File: src/rtl/apb_pkg.sv
// apb_pkg: shared types and default widths for the APB requester.
// Provides the FSM state enum, width defaults and the wait-timer width.
package apb_pkg;

    typedef enum logic [1:0] {
        IDLE   = 2'd0,
        SETUP  = 2'd1,
        ACCESS = 2'd2
    } apb_state_t;

    localparam int A_WIDTH_DEF = 8;
    localparam int D_WIDTH_DEF = 8;

    // Timeout limit is at most 2^16-1, so 16 bits always hold it.
    localparam int TMO_W = 16;

endpackage

File: src/rtl/apb_master_if.sv
// apb_master_if: local command/response port plus APB bus signals.
// master modport is the requester view; slave is the environment view.
interface apb_master_if
    import apb_pkg::*;
#(
    parameter int A_WIDTH = A_WIDTH_DEF,
    parameter int D_WIDTH = D_WIDTH_DEF
) ();

    logic               cmd_valid;
    logic               cmd_ready;
    logic               cmd_write;
    logic [A_WIDTH-1:0] cmd_addr;
    logic [D_WIDTH-1:0] cmd_wdata;

    logic               rsp_valid;
    logic [D_WIDTH-1:0] rsp_rdata;
    logic               rsp_err;

    logic               p_sel;
    logic               p_enable;
    logic               p_write;
    logic [A_WIDTH-1:0] p_addr;
    logic [D_WIDTH-1:0] wr_data;
    logic [D_WIDTH-1:0] rd_data;
    logic               p_ready;

    modport master (
        input  cmd_valid, cmd_write, cmd_addr, cmd_wdata,
        input  rd_data, p_ready,
        output cmd_ready, rsp_valid, rsp_rdata, rsp_err,
        output p_sel, p_enable, p_write, p_addr, wr_data
    );

    modport slave (
        output cmd_valid, cmd_write, cmd_addr, cmd_wdata,
        output rd_data, p_ready,
        input  cmd_ready, rsp_valid, rsp_rdata, rsp_err,
        input  p_sel, p_enable, p_write, p_addr, wr_data
    );

endinterface

File: src/rtl/apb_wait_timer.sv
// apb_wait_timer: saturating ACCESS-phase wait counter.
// Ports: clk, rst_n (sync, active-low), clr, en in; expired out.
module apb_wait_timer
    import apb_pkg::*;
#(
    parameter int W     = TMO_W,
    parameter int LIMIT = 16
) (
    input  logic clk,
    input  logic rst_n,
    input  logic clr,
    input  logic en,
    output logic expired
);

    localparam logic [W-1:0] LAST = W'(LIMIT - 1);
    localparam logic [W-1:0] MAX  = W'(LIMIT);

    logic [W-1:0] cnt_q, cnt_d;

    always_comb begin
        cnt_d = cnt_q;
        if (clr) begin
            cnt_d = '0;
        end else if (en && cnt_q != MAX) begin
            cnt_d = cnt_q + 1'b1;
        end
    end

    // High on the wait cycle whose edge brings the count to LIMIT.
    assign expired = en && (cnt_q >= LAST);

    always_ff @(posedge clk) begin
        if (!rst_n) begin
            cnt_q <= '0;
        end else begin
            cnt_q <= cnt_d;
        end
    end

endmodule

File: src/rtl/apb_master.sv
// apb_master: APB requester sequencing SETUP/ACCESS for one local command.
// Ports: p_clk, p_rstn (sync, active-low), bus (apb_master_if.master).
// Optional macro APB_TIMEOUT_EN: abort ACCESS after TIMEOUT_CYCLES waits.
module apb_master
    import apb_pkg::*;
#(
    parameter int A_WIDTH        = A_WIDTH_DEF,
    parameter int D_WIDTH        = D_WIDTH_DEF,
    parameter int TIMEOUT_CYCLES = 16
) (
    input  logic            p_clk,
    input  logic            p_rstn,
    apb_master_if.master    bus
);

    if (TIMEOUT_CYCLES < 1 || TIMEOUT_CYCLES > 65535) begin : g_bad_tmo
        $error("apb_master: TIMEOUT_CYCLES out of range");
    end

    apb_state_t         state_q, state_d;
    logic               p_sel_q, p_sel_d;
    logic               p_enable_q, p_enable_d;
    logic               p_write_q, p_write_d;
    logic [A_WIDTH-1:0] p_addr_q, p_addr_d;
    logic [D_WIDTH-1:0] wr_data_q, wr_data_d;
    logic               rsp_valid_q, rsp_valid_d;
    logic [D_WIDTH-1:0] rsp_rdata_q, rsp_rdata_d;

`ifdef APB_TIMEOUT_EN
    logic rsp_err_q, rsp_err_d;
    logic tmo_expired;

    // Cleared during SETUP so every ACCESS starts from zero.
    apb_wait_timer #(
        .W     (TMO_W),
        .LIMIT (TIMEOUT_CYCLES)
    ) u_timer (
        .clk     (p_clk),
        .rst_n   (p_rstn),
        .clr     (state_q == SETUP),
        .en      (state_q == ACCESS && !bus.p_ready),
        .expired (tmo_expired)
    );
`endif

    always_comb begin
        state_d     = state_q;
        p_sel_d     = p_sel_q;
        p_enable_d  = p_enable_q;
        p_write_d   = p_write_q;
        p_addr_d    = p_addr_q;
        wr_data_d   = wr_data_q;
        rsp_valid_d = 1'b0;
        rsp_rdata_d = rsp_rdata_q;
`ifdef APB_TIMEOUT_EN
        rsp_err_d   = 1'b0;
`endif
        unique case (state_q)
            IDLE: begin
                if (bus.cmd_valid) begin
                    p_write_d = bus.cmd_write;
                    p_addr_d  = bus.cmd_addr;
                    wr_data_d = bus.cmd_wdata;
                    p_sel_d   = 1'b1;
                    state_d   = SETUP;
                end
            end
            SETUP: begin
                p_enable_d = 1'b1;
                state_d    = ACCESS;
            end
            ACCESS: begin
                // Ready has priority over a timeout on the same cycle.
                if (bus.p_ready) begin
                    p_sel_d     = 1'b0;
                    p_enable_d  = 1'b0;
                    rsp_valid_d = 1'b1;
                    if (!p_write_q) begin
                        rsp_rdata_d = bus.rd_data;
                    end
                    state_d     = IDLE;
                end
`ifdef APB_TIMEOUT_EN
                else if (tmo_expired) begin
                    p_sel_d     = 1'b0;
                    p_enable_d  = 1'b0;
                    rsp_valid_d = 1'b1;
                    rsp_err_d   = 1'b1;
                    rsp_rdata_d = '0;
                    state_d     = IDLE;
                end
`endif
            end
            default: begin
                p_sel_d    = 1'b0;
                p_enable_d = 1'b0;
                state_d    = IDLE;
            end
        endcase
    end

    always_ff @(posedge p_clk) begin
        if (!p_rstn) begin
            state_q     <= IDLE;
            p_sel_q     <= 1'b0;
            p_enable_q  <= 1'b0;
            p_write_q   <= 1'b0;
            p_addr_q    <= '0;
            wr_data_q   <= '0;
            rsp_valid_q <= 1'b0;
            rsp_rdata_q <= '0;
        end else begin
            state_q     <= state_d;
            p_sel_q     <= p_sel_d;
            p_enable_q  <= p_enable_d;
            p_write_q   <= p_write_d;
            p_addr_q    <= p_addr_d;
            wr_data_q   <= wr_data_d;
            rsp_valid_q <= rsp_valid_d;
            rsp_rdata_q <= rsp_rdata_d;
        end
    end

`ifdef APB_TIMEOUT_EN
    always_ff @(posedge p_clk) begin
        if (!p_rstn) begin
            rsp_err_q <= 1'b0;
        end else begin
            rsp_err_q <= rsp_err_d;
        end
    end

    assign bus.rsp_err = rsp_err_q;
`else
    assign bus.rsp_err = 1'b0;
`endif

    assign bus.cmd_ready = (state_q == IDLE);
    assign bus.rsp_valid = rsp_valid_q;
    assign bus.rsp_rdata = rsp_rdata_q;
    assign bus.p_sel     = p_sel_q;
    assign bus.p_enable  = p_enable_q;
    assign bus.p_write   = p_write_q;
    assign bus.p_addr    = p_addr_q;
    assign bus.wr_data   = wr_data_q;

endmodule
File: src/flat_wrapper.sv
// flat-port wrapper written by rule: the top's interface ports become plain ports
module apb_master_flat import apb_pkg::*;
#(
    parameter int A_WIDTH        = A_WIDTH_DEF,
    parameter int D_WIDTH        = D_WIDTH_DEF,
    parameter int TIMEOUT_CYCLES = 16
)
  (p_clk, p_rstn, bus_cmd_valid, bus_cmd_write, bus_cmd_addr, bus_cmd_wdata, bus_rd_data, bus_p_ready, bus_cmd_ready, bus_rsp_valid, bus_rsp_rdata, bus_rsp_err, bus_p_sel, bus_p_enable, bus_p_write, bus_p_addr, bus_wr_data);
  apb_master_if #(.A_WIDTH(A_WIDTH), .D_WIDTH(D_WIDTH)) bus_i ();
  input  logic p_clk;
  input  logic p_rstn;
  input wire logic [$bits(bus_i.cmd_valid)-1:0] bus_cmd_valid;
  input wire logic [$bits(bus_i.cmd_write)-1:0] bus_cmd_write;
  input wire logic [$bits(bus_i.cmd_addr)-1:0] bus_cmd_addr;
  input wire logic [$bits(bus_i.cmd_wdata)-1:0] bus_cmd_wdata;
  input wire logic [$bits(bus_i.rd_data)-1:0] bus_rd_data;
  input wire logic [$bits(bus_i.p_ready)-1:0] bus_p_ready;
  output wire logic [$bits(bus_i.cmd_ready)-1:0] bus_cmd_ready;
  output wire logic [$bits(bus_i.rsp_valid)-1:0] bus_rsp_valid;
  output wire logic [$bits(bus_i.rsp_rdata)-1:0] bus_rsp_rdata;
  output wire logic [$bits(bus_i.rsp_err)-1:0] bus_rsp_err;
  output wire logic [$bits(bus_i.p_sel)-1:0] bus_p_sel;
  output wire logic [$bits(bus_i.p_enable)-1:0] bus_p_enable;
  output wire logic [$bits(bus_i.p_write)-1:0] bus_p_write;
  output wire logic [$bits(bus_i.p_addr)-1:0] bus_p_addr;
  output wire logic [$bits(bus_i.wr_data)-1:0] bus_wr_data;
  assign bus_i.cmd_valid = bus_cmd_valid;
  assign bus_i.cmd_write = bus_cmd_write;
  assign bus_i.cmd_addr = bus_cmd_addr;
  assign bus_i.cmd_wdata = bus_cmd_wdata;
  assign bus_i.rd_data = bus_rd_data;
  assign bus_i.p_ready = bus_p_ready;
  assign bus_cmd_ready = bus_i.cmd_ready;
  assign bus_rsp_valid = bus_i.rsp_valid;
  assign bus_rsp_rdata = bus_i.rsp_rdata;
  assign bus_rsp_err = bus_i.rsp_err;
  assign bus_p_sel = bus_i.p_sel;
  assign bus_p_enable = bus_i.p_enable;
  assign bus_p_write = bus_i.p_write;
  assign bus_p_addr = bus_i.p_addr;
  assign bus_wr_data = bus_i.wr_data;
  apb_master #(.A_WIDTH(A_WIDTH), .D_WIDTH(D_WIDTH), .TIMEOUT_CYCLES(TIMEOUT_CYCLES)) u_core (.p_clk(p_clk), .p_rstn(p_rstn), .bus(bus_i));
endmodule
File: config.mk
export PLATFORM = sky130hd
export DESIGN_NAME = apb_master_flat
export DESIGN_NICKNAME = d
export VERILOG_FILES = /design/src/rtl/apb_pkg.sv /design/src/rtl/apb_master_if.sv /design/src/rtl/apb_wait_timer.sv /design/src/rtl/apb_master.sv /design/src/flat_wrapper.sv
export SDC_FILE = /design/constraint.sdc
export NUM_CORES = 1
export LEC_CHECK = 0
export ABC_AREA = 1
export CAP_MARGIN = 20
export CORE_MARGIN = 8
export CORE_UTILIZATION = 40
export CTS_CLUSTER_DIAMETER = 120
export CTS_CLUSTER_SIZE = 28
export DETAILED_ROUTE_END_ITERATION = 8
export PLACE_DENSITY = 0.77
export SYNTH_ARGS = -nofsm -noshare
export SYNTH_HDL_FRONTEND = slang
export SYNTH_SLANG_ARGS = --single-unit
File: constraint.sdc
create_clock -name p_clk -period 1.5 [get_ports p_clk]
set_clock_uncertainty 0.05 [all_clocks]
set_input_delay 0.3 -clock p_clk [delete_from_list [all_inputs] [get_ports p_clk]]
set_output_delay 0.3 -clock p_clk [all_outputs]
set_load 0.005 [all_outputs]
==> impl_metrics.yaml <==
timing:
  setup_viol: 0
  fin_crit_sh: 0.9085
  slew_viol_final: 0
  setup_tns_ns: 0
  final-hold-violation-count: 0
  period_needed_ns: 1.363
  fmax_mhz: 733.8
  rsz0062_at_grt: "false"
status:
  outcome: "finished, final reports clean"
routing:
  vias: 1275
  dr.pass1.iters: 5
  wl_per_cell_um: 11.45
  drtIter0Drc: 48
  drc: 0
  drt_wl_total_mm: 3.344
  drtAntennaViolNets: 0
  vias_per_cell: 4.366
synth:
  ys_warn_count: 0
  ys_seq_area_frac: 0.4528
  synth_cell_types: 19
  syn_area_mm2: 0.001326
  syn-num-nets: 205
  synth-seq-cells: 30
  syn_area_per_cell_um2: 7.536
  syn-instance-count: 176
clock_network:
  cts_tree: "done"
  h-tree-depth: 2
  cts-root-buf: "clkbuf_4"
  clock_latency_ns: 0.33
  path_clk_slew_ns: 0.10
  cts_made_buffers: 5
  cts_hold_buf: 0
  cts_buffer_depth: 2
  cts.sinks: 30
global_route:
  antenna_found_initial: 0
  grt_max_degree: 18
  grt_pass1_vias: 1274
  grt_pass1_wl_mm: 5.478
  grt_remaining_overflow: 0
  grt_use_total: 0.1298
critical_path:
  cp.required_ns: 1.15
  path_class: "reg2out"
  cp_max_fo: 2
  crit_arrival_ns: 1.01
  start_kind: "register"
  endpoint_kind: "output port"
floorplan:
  row_count: 21
  io_pins: 59
  dieArea_mm2: 0.005414
  die_w_um: 73.58
  initial_utilization: 0.4071
  core_area_mm2: 0.003258
  die_h_um: 73.58
layout:
  final_cells: 292
  num-nets-final: 274
  drive_above_1_share: 0.2154
  n_antenna_cell: 0
  fill_cells: 334
  synthToLayoutAreaGrowth_pct: 53.58
placed_design:
  hpwl_mm: 2.609
  place_congestion: 0.7587
  dpl.cell_count: 283
  port_buffers: 57
power:
  vdd_drop_max_mv: 0.6362
  leakage_nw: 1.004
  power.density_mw_per_mm2: 877.1
worst_hold_path:
  hold_class: "reg2reg"
flow_run:
  maxCapViolCount: 0
==> flip-flops by register name, indices dropped and copies added, names as in the netlist <==
signal                flops
u_core.bus.rsp_valid      1
u_core.bus.p_write        1
u_core.bus.p_enable       1
u_core.bus.wr_data        8
u_core.bus.p_addr         8
u_core.state_q            2
u_core.bus.p_sel          1
u_core.bus.rsp_rdata      8
==> report_power, final <==
part / total [mW] / switching, mW / internal [mW] / leakage (nW)
Combinational: 0.393 / 0.179 / 0.215 / 0.718
Clock: 0.509 / 0.284 / 0.225 / 0.0343
Sequential: 0.884 / 0.0264 / 0.858 / 0.252
Total: 1.79 / 0.489 / 1.30 / 1.00
==> area by class of cell <==
cell class / count / area [um2] / share of cell area
Clock buffer: 6 / 51.30 / 0.02518
Clock inverter: 2 / 12.51 / 0.006143
Inverter: 16 / 60.06 / 0.02948
Multi-Input combinational cell: 121 / 598.1 / 0.2936
Sequential cell: 30 / 618.1 / 0.3034
Tap cell: 46 / 57.56 / 0.02826
Timing Repair Buffer: 71 / 639.4 / 0.3139
==> placed cells by master (no fill, tap or decap) <==
master / synthesis / final
nor2_1: 41 / 41
nand2_1: 33 / 33
dlygate4sd2_1: 0 / 29
clkdlybuf4s50_1: 0 / 28
nand3b_1: 17 / 17
dfxtp_1: 30 / 16
inv_1: 14 / 14
buf_4: 2 / 14
dfxtp_2: 0 / 14
nor2_2: 10 / 10
nand3_1: 8 / 8
clkbuf_4: 0 / 5
nor2_4: 3 / 3
a21oi_1: 3 / 3
inv_2: 2 / 2
nor3_1: 2 / 2
nor3_4: 1 / 1
nand2_2: 1 / 1
o21ai_0: 1 / 1
conb_1: 1 / 1
clkinvlp_4: 0 / 1
clkinv_2: 0 / 1
clkbuf_8: 0 / 1
==> cells by family after synthesis <==
logic type	synth area share
buffers and inverters	0.09622
other	0.002827
flip-flops	0.4528
AND/OR/NAND/NOR	0.4330
AO/OA/AOI/OAI	0.01509
==> cells in the mapped netlist <==
cell      number  share of area
nor2_1        41           0.12
nand2_1       33          0.093
dfxtp_1       30           0.45
nand3b_1      17          0.096
inv_1         14          0.040
nor2_2        10          0.047
nand3_1        8          0.030
a21oi_1        3          0.011
buf_2          3          0.011
buf_6          3          0.025
nor2_4         3          0.025
buf_4          2          0.011
inv_2          2         0.0057
nor3_1         2         0.0075
buf_1          1         0.0028
conb_1         1         0.0028
nand2_2        1         0.0047
nor3_4         1          0.012
o21ai_0        1         0.0038
==> layer usage <==
layer | up-vias | share of wire | track usage
li1 | 678 | - | -
met1 | 542 | 0.43 | 0.1358
met2 | 49 | 0.46 | 0.2175
met3 | 6 | 0.098 | 0.05730
met4 | 0 | 0.013 | 0.05987
met5 | - | 0 | 0
==> per-stage QoR <==
| stage | utilization | setup slack, ns | hold slack [ns] | power [mW] | cell area, um2 |
|---|---|---|---|---|---|
| after detailed placement | 0.6091 | 0.04252 | 0.4069 | 1.331 | 1984 |
| after global routing | 0.6252 | 0.08097 | 0.4367 | 1.894 | 2037 |
| after floorplan | - | 0.3963 | 0.4149 | 1.099 | 1326 |
| after CTS | 0.6252 | 0.1043 | 0.4154 | 1.807 | 2037 |
| final | 0.6252 | 0.1372 | 0.4102 | 1.787 | 2037 |
| after global placement | 0.6091 | 0.07494 | 0.3969 | 1.326 | 1984 |
==> repair_timing <==
item	CTS	global route
resized for setup	43	0
setup buffers	1	0
setup endpoints to repair	29	0
==> worst max-delay path: stages (launching register included) <==
cell           delay [ns]
dfxtp_2              0.34
nor2_4               0.11
dlygate4sd2_1        0.24
==> final timing paths <==
check / start / to / slack (ns) / cells after the start
setup / recovery: u_core.state_q[1] / bus_cmd_ready / 0.14 / 2
hold reg to reg: u_core.bus.p_addr[5] / u_core.bus.p_addr[5] / 0.41 / 2
setup reg to reg: u_core.state_q[0] / u_core.bus.rsp_rdata[4] / 0.33 / 6
hold / removal: u_core.bus.p_addr[5] / u_core.bus.p_addr[5] / 0.41 / 2
(Power assumes the default switching activity.)
